[src/rtl/mcd_dac_i2s_tx_pkg.sv]
// Shared constants and sample type for the DacBus audio path towards the board DAC.
package mcd_dac_i2s_tx_pkg;

    localparam int DAC_BITS    = 16;
    localparam int FRAME_SLOTS = 32;
    localparam int SLOT_W      = $clog2(FRAME_SLOTS);
    localparam int FRAME_BITS  = 2 * DAC_BITS;

    typedef struct packed {
        logic signed [DAC_BITS-1:0] snd_l;
        logic signed [DAC_BITS-1:0] snd_r;
    } dac_sample_t;

    // Frame word as shifted out: left word in the upper half, MSB first.
    function automatic logic [FRAME_BITS-1:0] pack_frame(input dac_sample_t s, input logic mute);
        return mute ? '0 : {s.snd_l, s.snd_r};
    endfunction

endpackage

[src/rtl/mcd_dac_i2s_tx_if.sv]
// DacBus sample input plus I2S pin bundle between mcd_core glue and the DAC transmitter.
interface mcd_dac_i2s_tx_if;
    import mcd_dac_i2s_tx_pkg::*;

    logic signed [DAC_BITS-1:0] snd_l;
    logic signed [DAC_BITS-1:0] snd_r;
    logic                       snd_vld;
    logic                       mute;
    logic                       i2s_bck;
    logic                       i2s_lrck;
    logic                       i2s_dat;
    logic                       frame_req;

    modport master (
        output snd_l, snd_r, snd_vld, mute,
        input  i2s_bck, i2s_lrck, i2s_dat, frame_req
    );

    modport slave (
        input  snd_l, snd_r, snd_vld, mute,
        output i2s_bck, i2s_lrck, i2s_dat, frame_req
    );

endinterface

[src/rtl/mcd_dac_bck_gen.sv]
// Bit-clock divider and I2S slot counter; flags each BCK falling edge with its slot index.
module mcd_dac_bck_gen
    import mcd_dac_i2s_tx_pkg::*;
#(
    parameter int BCK_DIV = 16
) (
    input  logic              clk,
    input  logic              map_rst,
    output logic              fall_evt,
    output logic [SLOT_W-1:0] slot,
    output logic              bck
);

    localparam int DIV_W = (BCK_DIV > 1) ? $clog2(BCK_DIV) : 1;

    logic [DIV_W-1:0] div_cnt;
    logic             term;

    assign term     = (div_cnt == DIV_W'(BCK_DIV - 1));
    // slot holds the index of the falling edge about to happen, so slot 0 comes first after reset
    assign fall_evt = term && bck;

    always_ff @(posedge clk) begin
        if (map_rst) begin
            div_cnt <= '0;
            bck     <= 1'b0;
            slot    <= '0;
        end else begin
            if (term) begin
                div_cnt <= '0;
                bck     <= ~bck;
            end else begin
                div_cnt <= div_cnt + DIV_W'(1);
            end
            if (fall_evt) begin
                slot <= slot + SLOT_W'(1);
            end
        end
    end

endmodule

[src/rtl/mcd_dac_i2s_tx.sv]
// I2S transmitter: one-frame holding register, 32-bit frame shifter and saturating diagnostics.
module mcd_dac_i2s_tx
    import mcd_dac_i2s_tx_pkg::*;
#(
    parameter int BCK_DIV = 16,
    parameter int CNT_W   = 8
) (
    input  logic             clk,
    input  logic             map_rst,
    mcd_dac_i2s_tx_if.slave  bus,
    output logic [CNT_W-1:0] urun_cnt,
    output logic [CNT_W-1:0] orun_cnt
);

    function automatic logic [CNT_W-1:0] sat_inc(input logic [CNT_W-1:0] c);
        return (&c) ? c : c + CNT_W'(1);
    endfunction

    logic                  fall_evt;
    logic [SLOT_W-1:0]     slot;
    logic                  bck;
    logic                  load;
    logic                  lrck;
    logic                  dat;
    logic                  req;
    logic                  pend_full;
    dac_sample_t           pend;
    logic [FRAME_BITS-1:0] sr;

    mcd_dac_bck_gen #(
        .BCK_DIV (BCK_DIV)
    ) u_bck_gen (
        .clk      (clk),
        .map_rst  (map_rst),
        .fall_evt (fall_evt),
        .slot     (slot),
        .bck      (bck)
    );

    assign load = fall_evt && (slot == '0);

    // Data leaves on BCK falling edges; sr[31] goes out one slot after LRCK changes (I2S delay).
    always_ff @(posedge clk) begin
        if (map_rst) begin
            lrck <= 1'b0;
            dat  <= 1'b0;
            req  <= 1'b0;
            sr   <= '0;
        end else begin
            req <= load;
            if (fall_evt) begin
                lrck <= (slot >= SLOT_W'(FRAME_SLOTS / 2));
                dat  <= sr[FRAME_BITS-1];
                if (load) begin
                    sr <= pack_frame(pend, bus.mute);
                end else begin
                    sr <= sr << 1;
                end
            end
        end
    end

    // A strobe coinciding with a load lands after the load has taken the old contents.
    always_ff @(posedge clk) begin
        if (map_rst) begin
            pend      <= '0;
            pend_full <= 1'b0;
            urun_cnt  <= '0;
            orun_cnt  <= '0;
        end else begin
            if (bus.snd_vld) begin
                pend.snd_l <= bus.snd_l;
                pend.snd_r <= bus.snd_r;
                pend_full  <= 1'b1;
            end else if (load) begin
                pend_full <= 1'b0;
            end
            if (load && !pend_full) begin
                urun_cnt <= sat_inc(urun_cnt);
            end
            if (bus.snd_vld && pend_full && !load) begin
                orun_cnt <= sat_inc(orun_cnt);
            end
        end
    end

    assign bus.i2s_bck   = bck;
    assign bus.i2s_lrck  = lrck;
    assign bus.i2s_dat   = dat;
    assign bus.frame_req = req;

endmodule
[src/flat_wrapper.sv]
// flat-port wrapper written by rule: the top's interface ports become plain ports
module mcd_dac_i2s_tx_flat import mcd_dac_i2s_tx_pkg::*;
#(
    parameter int BCK_DIV = 16,
    parameter int CNT_W   = 8
)
  (clk, map_rst, urun_cnt, orun_cnt, bus_snd_l, bus_snd_r, bus_snd_vld, bus_mute, bus_i2s_bck, bus_i2s_lrck, bus_i2s_dat, bus_frame_req);
  mcd_dac_i2s_tx_if bus_i ();
  input  logic clk;
  input  logic map_rst;
  output logic [CNT_W-1:0] urun_cnt;
  output logic [CNT_W-1:0] orun_cnt;
  input wire logic [$bits(bus_i.snd_l)-1:0] bus_snd_l;
  input wire logic [$bits(bus_i.snd_r)-1:0] bus_snd_r;
  input wire logic [$bits(bus_i.snd_vld)-1:0] bus_snd_vld;
  input wire logic [$bits(bus_i.mute)-1:0] bus_mute;
  output wire logic [$bits(bus_i.i2s_bck)-1:0] bus_i2s_bck;
  output wire logic [$bits(bus_i.i2s_lrck)-1:0] bus_i2s_lrck;
  output wire logic [$bits(bus_i.i2s_dat)-1:0] bus_i2s_dat;
  output wire logic [$bits(bus_i.frame_req)-1:0] bus_frame_req;
  assign bus_i.snd_l = bus_snd_l;
  assign bus_i.snd_r = bus_snd_r;
  assign bus_i.snd_vld = bus_snd_vld;
  assign bus_i.mute = bus_mute;
  assign bus_i2s_bck = bus_i.i2s_bck;
  assign bus_i2s_lrck = bus_i.i2s_lrck;
  assign bus_i2s_dat = bus_i.i2s_dat;
  assign bus_frame_req = bus_i.frame_req;
  mcd_dac_i2s_tx #(.BCK_DIV(BCK_DIV), .CNT_W(CNT_W)) u_core (.clk(clk), .map_rst(map_rst), .bus(bus_i), .urun_cnt(urun_cnt), .orun_cnt(orun_cnt));
endmodule
[config.mk]
export PLATFORM = sky130hd
export DESIGN_NAME = mcd_dac_i2s_tx_flat
export DESIGN_NICKNAME = d
export VERILOG_FILES = /design/src/rtl/mcd_dac_i2s_tx_pkg.sv /design/src/rtl/mcd_dac_i2s_tx_if.sv /design/src/rtl/mcd_dac_bck_gen.sv /design/src/rtl/mcd_dac_i2s_tx.sv /design/src/flat_wrapper.sv
export SDC_FILE = /design/constraint.sdc
export NUM_CORES = 1
export LEC_CHECK = 0
export CELL_PAD_IN_SITES_DETAIL_PLACEMENT = 1
export CELL_PAD_IN_SITES_GLOBAL_PLACEMENT = 2
export CORE_ASPECT_RATIO = 0.7
export CORE_MARGIN = 10
export CORE_UTILIZATION = 25
export CTS_CLUSTER_SIZE = 25
export DETAILED_ROUTE_END_ITERATION = 10
export HOLD_SLACK_MARGIN = 0.05
export PLACE_DENSITY_LB_ADDON = 0.1
export SLEW_MARGIN = 20
export SYNTH_ARGS = -nofsm -noshare
export SYNTH_HDL_FRONTEND = slang
export SYNTH_SLANG_ARGS = --single-unit
[constraint.sdc]
create_clock -name clk -period 2.55 [get_ports clk]
set_input_delay 0.51 -clock clk [delete_from_list [all_inputs] [get_ports clk]]
set_output_delay 0.51 -clock clk [all_outputs]
set_load 0.1 [all_outputs]
==> results of run 1 <==
-- flip-flops by register name (all words and copies together) (netlist names) --
register	cells
u_core.urun_cnt	8
u_core.bus.i2s_dat	1
u_core.sr	32
u_core.u_bck_gen.bck	1
u_core.bus.frame_req	1
u_core.orun_cnt	8
u_core.pend	32
u_core.pend_full	1
u_core.bus.i2s_lrck	1
u_core.u_bck_gen.slot	5
u_core.u_bck_gen.div_cnt	4
-- worst max-delay path: stages (launching register included) --
cell and delay [ns]:
dfxtp_1 0.34, inv_1 0.08, ha_1 0.14, or4b_4 0.46, or3_1 0.49, or4_1 0.55, a21oi_1 0.15
-- metrics by stage --
stage	std cells	hold slack [ns]	utilization	worst slack, ns
CTS	689	0.463	0.325	0.241
global placement	673	0.446	0.300	0.326
detailed placement	673	0.454	0.300	0.252
floorplan	444	0.432	-	0.0169
finish	689	0.459	0.325	0.262
global route	689	0.483	0.325	0.149
-- logic make-up after synthesis --
family / synth area share
compound gates: 0.106
xor+xnor: 0.0110
fa+ha+maj: 0.0157
buf+inv: 0.0419
flops: 0.474
mux: 0.0970
simple gates: 0.255
-- final cells by class --
class | instances | area (µm²)
flip-flops and latches | 94 | 1880
repair buffers | 65 | 581
well taps | 200 | 250
clock inverters | 6 | 158
multi-input cells | 306 | 1930
inverters | 8 | 30.0
fillers | 1768 | 10500
clock buffers | 10 | 229
-- power by group through the flow --
stage / Combinational (µW) / Sequential (µW) / Clock [µW]
floorplan: 113 / 1560 / 0
global placement: 207 / 1560 / 0
detailed placement: 211 / 1560 / 0
CTS: 211 / 1530 / 1800
global route: 228 / 1530 / 1860
finish: 206 / 1530 / 1740
-- cells in the final DEF, fill, tap and decap left out, types with 4 or more instances in the layout --
cell,instances
dfxtp_1,94
nor2_1,76
nor3_1,36
mux2i_1,34
clkdlybuf4s50_1,33
nor3b_1,32
a211oi_1,31
buf_4,30
a21oi_1,16
nand2_1,14
clkbuf_16,9
inv_1,8
nand3_1,8
or4_1,6
o31ai_1,5
ha_1,5
bufinv_16,5
nand4_1,4
nor2b_1,4
mux2_2,4
nand2b_1,4
-- final timing paths --
check             cells after the start                 end                startpoint  slack (ns)
setup / recovery                      6  u_core.urun_cnt[5]  u_core.u_bck_gen.slot[0]        0.26
hold / removal                        2        u_core.sr[0]              u_core.sr[0]        0.46
setup reg to reg                      6  u_core.urun_cnt[5]  u_core.u_bck_gen.slot[0]        0.26
hold reg to reg                       2        u_core.sr[0]              u_core.sr[0]        0.46
-- routing by layer --
metal / routed length, µm / share of wire
met5: 0 / 0
met1: 5610 / 0.51
met3: 479 / 0.044
met2: 4730 / 0.43
met4: 108 / 0.0099
==> impl_summary.md, run 1 <==
Outcome
The run finished with clean final reports.

STA
Setup repair after global routing left no endpoint under its margin. The number of hold violations in the final report is 0. The worst slew slack as a fraction of its limit is 0.583. Setup violations remaining at the end of the flow were counted as 0. The maximum frequency from static timing analysis is 437 MHz. The clock arrives with 0.00833 ns of skew. The minimum period implied by the final worst setup slack is 2.29 ns. The number of max-slew violations in the final report was 0. The measured slew at the worst slew-check pin is 0.626 ns.

The period utilization is 0.897. The setup TNS is 0 ns.

Yosys
The mean instance size in the synthesized netlist is 8.95 µm². The number of flops mapped to enable cells by yosys is 0. For this run, the register share of the synthesized area comes to 0.474. Synthesis inferred 94 register bits.

The share of synthesized area in the top cell type comes to 0.474. For this run, the leading register cell type out of synthesis is dfxtp_1. The synthesized instance count is 444.

In the post-synthesis netlist, the biggest area contributors are dfxtp_1, mux2i_1, nor2_1. The summed instance area of the synthesized netlist is 0.00397 mm². The most numerous cell in the Yosys netlist is dfxtp_1. The count of warnings emitted by yosys is 0. The synthesized netlist contains 36 unique library cells. In the synthesized netlist the async set-or-reset flop fraction comes to 0. The number of nets handed over by synthesis was 485. The biggest area contributor in the post-synthesis netlist is dfxtp_1. Sorting the synthesized cells by how often they occur yields dfxtp_1, nor2_1, nor3_1, mux2i_1, nor3b_1.

Finish
The layout cell share with drive strength beyond 1 is 0.106. 0 antenna diodes ended up in the layout. The finished cells cover 0.00505 mm². Relative to the synthesized area, the layout overhead comes to 27.2%.

The final layout contains 525 nets.

Setup path
STA classifies the critical path startpoint as a flip-flop. The type of the worst setup path is flip-flop to flip-flop. The signal arrival time at the worst endpoint is 2.55 ns.

The endpoint type of the worst setup path is a flip-flop. The largest fanout on the critical path is 9. The endpoint required time on the critical path is 2.82 ns.

Detailed routing
The final routed wire length divided by cell count is 15.9 µm. The via count is 3296. For this run, design rule violations remaining after detail routing come to 0. In this run the remaining antenna-violating nets after routing total 0. The first-iteration detailed-routing DRC count is 143. The number of iterations in the first detailed-routing pass is 4. The final layout contains routed wiring with a total length of 10.9 mm. In the routed layout, each cell is associated on average with a via count of 4.78.

Global routing
Across every metal layer, demand over resource in global routing totals 0.105. The initial antenna violation count is 0. The global-route wire length before repair is 18.4 mm. In the global route stage, met1 resource usage came out at 0.140. The global-route met3 utilization is 0.0346. For this run the aggregate overflow at the end of global routing stands at 0. The global routing met2 resource utilization is 0.159.

The busiest metal layer after global routing is met2. Entering global routing, the biggest net connects 49 pins. The number of global-route vias before repair is 3495.

Flow run
The tool flagged a number of max-cap violations equal to 0.

Power and ir drop
The static power due to leakage is 0.00186 µW. The portion of total power attributed to combinational logic is 0.059. The fraction of power spent switching nets is 0.204. The power per cell area is 688 mW/mm².

The internal power consumption is 2770 µW. Of the total power, the clock network draws 0.501. For this design the total switching power over the nets is 709 µW. The portion of total power attributed to sequential cells is 0.440. Across the VDD grid, the largest voltage drop is 0.311 mV.

The total design power is 3480 µW.

Die
The x dimension of the die is 171 µm. The number of standard-cell rows in the floorplan is 38. 56 I/O pins were placed. The overall die height is 125 µm. For this configuration, the core starts out at a cell density of 0.256. In this run the standard cell core region covers 0.0155 mm².

The floorplan step defined a die boundary enclosing 0.0214 mm².

Placement
After legalization and detailed placement, the total HPWL measured 7.10 mm. Once placement finished, the instance area stood at 0.00467 mm². The count of buffers from port buffering is 55. The congestion estimate from routability-driven global placement came to 0.694.

Clock tree
The clock transition at the registers of the reported paths is 0.06 ns. After clock tree synthesis, the repair step resized 0 gates. For this design, the CTS-stage hold fixing added 0 buffers. The clock buffer count from CTS is 9. The insertion delay of the later-clocked pin in the worst-skew pair is 0.34 ns. The total clock sinks is 94. The buffer depth of the longest clock path is 2. TritonCTS built the clock tree. The root buffer selected by CTS is clkbuf_16. The number of buffers inserted to repair setup after CTS is 0. CTS built an H-tree with a depth of 3.

Min path
The type of the worst min-delay path is flip-flop to flip-flop.
Power figures use the tool's default switching activity.
==> inputs of run 2 (changes only) <==
Settings changed: SETUP_SLACK_MARGIN from default to 0.3.
==> run 2 against run 1 <==
  * Die area unchanged
  * Register-to-register slack better by 0.10 ns
  * Critical path type unchanged
  * Sequential power about the same
  * Design area down 0.17%
  * Critical endpoint is now u_core.urun_cnt[6]
  * Via count down 0.15%
  * Critical path depth unchanged
  * Routed wire length down 0.27%
  * Flip-flop and latch count unchanged
  * Largest cell class unchanged
==> impl_summary.md, run 2 (synthesis gave the netlist of run 1 again) <==
Min path
The type of the worst min-delay path is flip-flop to flip-flop.

Power and ir drop
The power per cell area is 623 mW/mm² (-9.4%). The share of total power in the clock network is 0.448 (-0.053). The switching power of the nets is 700 µW (-1.2%).

The portion of total power attributed to combinational logic is 0.066 (+0.007). The static power due to leakage is 0.00184 µW (-1.1%). The portion of total power attributed to sequential cells was 0.486 (+0.046). The internal power consumption is 2440 µW (-12%).

The maximum ir drop on the vdd rail is 0.241 mV (-23%). The fraction of power spent switching nets is 0.223 (+0.0189).

Detailed routing
The detailed-routing wirelength on met1 is 5.67 mm (+1.1%). The first-iteration detailed-routing DRC count was 165 (+15%). The via density per instance is 4.76 (-0.44%).

The sum of routed wire length over all layers came to 10.9 mm (-0.27%). The via count is 3291 (-0.15%). The top layer reached by signal wires is met4. The DRC violation count after routing was 0 (unchanged). The remaining antenna violation count is 0 (unchanged). The detailed route wirelength on metal3 is 482 µm (+0.63%). The met2 wirelength from detailed routing is 4.64 mm (-2.0%). The number of iterations in the first detailed-routing pass was 4 (unchanged). The final routed wire length divided by cell count is 15.8 µm (-0.55%).

Finish
The area growth from synthesis to layout is 27.0%. In the final layout, the registers with the most flip-flops are u_core.pend (32), u_core.sr (32). The library cells used most frequently in the layout, excluding fill and tap cells, are dfxtp_1, nor2_1, nor3_1, mux2i_1, clkdlybuf4s50_1. The commonest non-fill, non-tap cell in the layout is dfxtp_1. The antenna diode instance count is 0 (unchanged). The layout cell share with drive strength beyond 1 is 0.141 (+0.0342).

The final-stage net count came to 528 (+0.57%). The total of fill cells in the finished design is 1770 (+0.11%). The combined flip-flop and latch cell area is 0.00189 mm² (+0.33%). The area occupied by multi-input gates is 0.00198 mm² (+2.9%).

Die
The number of standard-cell rows in the floorplan is 38 (unchanged). The I/O pin count is 56 (unchanged). The starting density of the core is 0.256 (unchanged). The overall die height is 125 µm (unchanged). The die footprint is 0.0214 mm² (unchanged). The x dimension of the die came to 171 µm (unchanged). The core region area is 0.0155 mm² (unchanged).

Global routing
The maximum number of pins on one net before global-route repair came to 47 (-4.1%). The initial antenna violation count is 0 (unchanged). The global-route wire length before repair is 18.1 mm (-1.2%). The total congestion overflow after global routing is 0 (unchanged). The number of global-route vias before repair was 3365 (-3.7%). The global-route usage over all layers was 0.103 (-0.00179).

Setup path
The type of the worst setup path is flip-flop to flip-flop. The largest fanout on the critical path is 4 (-5). The category of cells accounting for the largest share of critical-path delay is simple AND/OR/NAND/NOR gates. The endpoint required time on the critical path was 2.78 ns (-0.04 ns). The combined buffer and inverter count along the critical path is 1 (unchanged). The endpoint type of the worst setup path is a flip-flop. The delay of the slowest cell on the worst path was 0.56 ns (about the same). The launching element type of the critical path is a flip-flop. Traced cell by cell, the critical path runs through inv_1, ha_4, or4b_4, or3_2, nor2_1, mux2_2.

The signal arrival time at the worst endpoint is 2.42 ns (-0.13 ns). On the critical path, the stage with the largest delay is an instance of or3_2.

Placement
The worst setup slack after placement is 0.260 ns (+0.00804 ns). The global placer's final weighted congestion is 0.658 (-5.3%). The count of buffers from port buffering is 55 (unchanged).

The detailed-placement wirelength estimate came to 7.05 mm (-0.71%).

Clock tree
The H-tree depth is 3 (unchanged). The insertion delay of the later-clocked pin in the worst-skew pair came to 0.34 ns (about the same). The clock transition at the registers of the reported paths is 0.07 ns (about the same).

The buffer depth of the longest clock path is 2 (unchanged). The root buffer selected by CTS is clkbuf_16. The number of buffers added to fix hold violations after cts came to 0 (unchanged).

The clock buffer count from CTS is 9 (unchanged). The TritonCTS clock tree is done. The total clock sinks was 94 (unchanged).

STA
The worst clock skew on the final layout is 0.00614 ns (-0.00219 ns). The number of max-slew violations in the final report is 0 (unchanged). The number of hold violations in the final report came to 0 (unchanged). The final hold slack is 0.459 ns (-0.000289 ns). Setup repair after global routing left no endpoint under its margin. The measured slew at the worst slew-check pin was 0.618 ns (-0.00739 ns). The setup TNS is 0 ns (unchanged). The maximum frequency from static timing analysis is 457 MHz (+4.5%). The final number of setup-violating endpoints is 0 (unchanged). The period utilization is 0.858 (-0.0390). The minimum period implied by the final worst setup slack was 2.19 ns (-0.0996 ns). The setup slack of the critical path after layout is 0.361 ns (+0.0996 ns).

The worst slew slack as a fraction of its limit is 0.588 (+0.00492).

Outcome
The run finished with clean final reports.

Flow run
The reported max-cap violation count was 0 (unchanged).
-- run 2: through the flow --
| stage | total power [µW] | util | instance area [µm²] | instances |
|---|---|---|---|---|
| after detailed placement | 1770 | 0.300 | 4660 | 674 |
| after global routing | 3300 | 0.325 | 5050 | 691 |
| after CTS | 3210 | 0.320 | 4980 | 689 |
| after floorplan | 1670 | - | 3980 | 444 |
| final | 3140 | 0.325 | 5050 | 691 |
| after global placement | 1770 | 0.300 | 4660 | 674 |
-- run 2: worst reg2reg max path: stages (launching register included) --
cell     delay, ns
dfxtp_2       0.33
inv_1         0.09
ha_4          0.12
or4b_4        0.50
or3_2         0.56
nor2_1        0.14
mux2_2        0.34
-- run 2: worst paths after layout --
path	startpoint	end	slack [ns]	depth (start not counted)
worst min register to register	u_core.sr[0]	u_core.sr[0]	0.46	2
worst max-delay path	u_core.u_bck_gen.slot[1]	u_core.urun_cnt[6]	0.36	6
worst max register to register	u_core.u_bck_gen.slot[1]	u_core.urun_cnt[6]	0.36	6
worst min-delay path	u_core.sr[0]	u_core.sr[0]	0.46	2
-- run 2: cell type report --
class | instances | share of cell area
tap | 200 | 0.0496
clock inverter | 3 | 0.00843
clock buffer | 12 | 0.0528
timing repair buffer | 67 | 0.116
multi-input combinational | 307 | 0.393
inverter | 8 | 0.00595
sequential | 94 | 0.374
-- run 2: timing repair --
item | 4_1_cts | 5_1_grt
resized for setup | 1 | 15
pin swaps | 0 | 7
buffers inserted | 0 | 1
setup endpoints to repair | 4 | 8
cloned | 0 | 1
-- run 2: routing by layer --
layer | track usage | vias to the layer above
met5 | 0 | -
met4 | 0.0262 | 0
met2 | 0.152 | 45
met1 | 0.141 | 1583
met3 | 0.0324 | 9
li1 | - | 1654
-- run 2: power by group through the flow --
stage                     Sequential (µW)  Combinational (µW)  Clock (µW)
final                                1530                 206        1410
after global routing                 1530                 228        1540
after CTS                            1530                 209        1470
after detailed placement             1560                 208           0
after global placement               1560                 205           0
after floorplan                      1560                 113           0
==> inputs of run 3 (changes only) <==
Settings changed: CORE_UTILIZATION 25 to 33.
Clock period 2.55 ns to 2.4 ns, I/O delays scaled along.
==> run 3 against run 2 <==
  * Final cell count down 3.6%
  * Setup slack worse by 0.061 ns
  * Worst hold slack improved by 0.0024 ns
  * Critical endpoint is now u_core.urun_cnt[5]
  * Routed wire length grew 5.0%
  * Design area rose by 4.9%
  * Global-route usage up 3.1 points
  * Critical path depth did not move
  * Maximum frequency increased by 4.2%
  * Clock power up 25%
  * Register-to-register slack lost 0.06 ns
  * Die area decreased by 21%
  * Sequential share of layout area down 1.6 points
==> impl_summary.md, run 3 (synthesis gave the netlist of run 1 again) <==
Setup path
The worst setup path is captured at a flip-flop. By startpoint and endpoint, the worst setup path is classified as flip-flop to flip-flop. On the critical path the largest part of the delay comes from simple AND/OR/NAND/NOR gates. The delay of the slowest cell on the worst path is 0.50 ns (-0.06 ns).

The endpoint required time on the critical path is 2.68 ns (-0.10 ns). The combined buffer and inverter count along the critical path is 1 (unchanged). The largest fanout on the critical path was 5 (+1).

The signal arrival time at the worst endpoint was 2.38 ns (-0.04 ns). The worst setup path is launched from a flip-flop. The critical path goes through inv_2, ha_4, or4b_4, or3_4, or4_4, a21oi_2. The highest-delay cell along the critical path is or4b_4.

Die
The x dimension of the die is 151 µm (-11%). The number of standard-cell rows in the floorplan is 33 (-13%). The die footprint is 0.0169 mm² (-21%). The starting density of the core was 0.339 (+0.0833).

The overall die height was 112 µm (-11%). The core region area is 0.0117 mm² (-25%). The I/O pin count is 56 (unchanged).

Placement
The count of buffers from port buffering is 55 (unchanged). The global placer's final weighted congestion is 0.702 (+6.7%). The detailed-placement wirelength estimate was 6.96 mm (-1.2%). The post-placement cell area is 0.00465 mm² (-0.29%).

STA
The final number of setup-violating endpoints is 0 (unchanged). The measured slew at the worst slew-check pin is 0.629 ns (+0.0103 ns). The worst clock skew on the final layout is 0.00670 ns (+0.000568 ns). The number of max-slew violations in the final report is 0 (unchanged). The period utilization is 0.875 (+0.0167). The minimum period implied by the final worst setup slack is 2.10 ns (-0.0886 ns). The worst slew slack as a fraction of its limit was 0.581 (-0.00687).

The setup TNS is 0 ns (unchanged). Setup repair after global routing could not meet its margin everywhere. The number of hold violations in the final report is 0 (unchanged). The maximum frequency from static timing analysis is 476 MHz (+4.2%).

Clock tree
The clock transition at the registers of the reported paths is 0.07 ns (about the same). The buffer depth of the longest clock path is 2 (unchanged). The insertion delay of the later-clocked pin in the worst-skew pair came to 0.35 ns (about the same).

The root buffer selected by CTS is clkbuf_16. The H-tree depth came to 3 (unchanged). TritonCTS built the clock tree.

The total clock sinks is 94 (unchanged). The clock buffer count from CTS is 9 (unchanged).

Detailed routing
The via count is 3466 (+5.3%). The number of iterations in the first detailed-routing pass was 4 (unchanged). The remaining antenna violation count is 0 (unchanged).

The first-iteration detailed-routing DRC count is 139 (-16%). The via density per instance is 5.20 (+9.3%). The sum of routed wire length over all layers is 11.4 mm (+5.0%). The final routed wire length divided by cell count came to 17.2 µm (+9.0%).

The DRC violation count after routing is 0 (unchanged).

Finish
The final-stage net count is 545 (+3.2%). The final cell area excluding filler cells is 0.00529 mm² (+4.9%). The layout cell share with drive strength beyond 1 is 0.198 (+0.0579).

The area growth from synthesis to layout is 33.2%. The largest registers in the layout are u_core.pend (32), u_core.sr (32). The commonest non-fill, non-tap cell in the layout is dfxtp_1. In the layout the commonest cells are dfxtp_1, nor2_1, buf_4, nor3_1, mux2i_1. The antenna diode instance count came to 0 (unchanged).

Min path
The type of the worst min-delay path is flip-flop to flip-flop.

Flow run
The reported max-cap violation count is 0 (unchanged).

Power and ir drop
The power per cell area was 681 mW/mm² (+9.4%). The maximum ir drop on the vdd rail came to 0.349 mV (+45%). The static power due to leakage is 0.00199 µW (+7.7%).

Global routing
The maximum number of pins on one net before global-route repair is 57 (+21%). The total congestion overflow after global routing is 0 (unchanged). The initial antenna violation count came to 0 (unchanged). The number of global-route vias before repair came to 3554 (+5.6%). The global-route wire length before repair was 18.7 mm (+3.2%). The global-route usage over all layers is 0.134 (+0.0312).

Outcome
The run finished with clean final reports.
[run 3: cell types whose count changed in the layout (fill, tap and decap cells not counted), moves of 2 or more]
cell and delta:
dfxtp_2 +8, dfxtp_1 -8, buf_4 +11, buf_6 +2
clkbuf_16 +2, clkbuf_8 -3, bufinv_16 +3
[run 3: stage by stage]
stage	power (µW)	util	setup WS, ns	hold WS [ns]	instances
after floorplan	1780	-	0.283	0.432	444
after global placement	1870	0.397	0.173	0.449	633
after detailed placement	1880	0.397	0.133	0.455	633
after CTS	3660	0.438	0.228	0.465	658
after global routing	3750	0.451	0.250	0.485	666
final	3610	0.451	0.300	0.461	666
[run 3: timing repair]
action | in CTS | in global routing
setup endpoints to repair | 12 | 22
cloned | 2 | 2
gates resized for setup | 8 | 20
endpoints found under the hold margin | 0 | 0
hold buffers | 0 | 0
setup buffers | 7 | 6
pin swaps | 8 | 8
[run 3: final timing paths]
| kind | slack (ns) | startpoint | cells after the start | endpoint |
|---|---|---|---|---|
| max | 0.30 | u_core.u_bck_gen.slot[0] | 6 | u_core.urun_cnt[5] |
| max reg2reg | 0.30 | u_core.u_bck_gen.slot[0] | 6 | u_core.urun_cnt[5] |
| min reg2reg | 0.46 | u_core.sr[0] | 2 | u_core.sr[0] |
| min | 0.46 | u_core.sr[0] | 2 | u_core.sr[0] |
[run 3: layout make-up]
type                    count  area, µm²
well taps                 157        196
flip-flops and latches     94       1900
multi-input cells         307       2020
fillers                  1340       6430
clock inverters             7        143
clock buffers               9        225
inverters                   8       30.0
repair buffers             84        779
[run 3: worst reg2reg max path, cell delays in order (launching register included)]
cell	delay (ns)
dfxtp_2	0.33
inv_2	0.07
ha_4	0.11
or4b_4	0.50
or3_4	0.41
or4_4	0.50
a21oi_2	0.12
[run 3: power breakdown]
group          total, µW  internal [µW]  switching, µW
Sequential          1620           1600           26.3
Combinational        226            118            109
Clock               1760           1130            629
Total               3610           2840            764
[run 3: layer usage]
metal  vias to the layer above  GRT usage  routed length [µm]
met5                         -          0                   0
met4                         0     0.0345                  94
met3                         8     0.0437                 493
met2                        57      0.210                5410
met1                      1706      0.174                5450
li1                       1695          -                   -
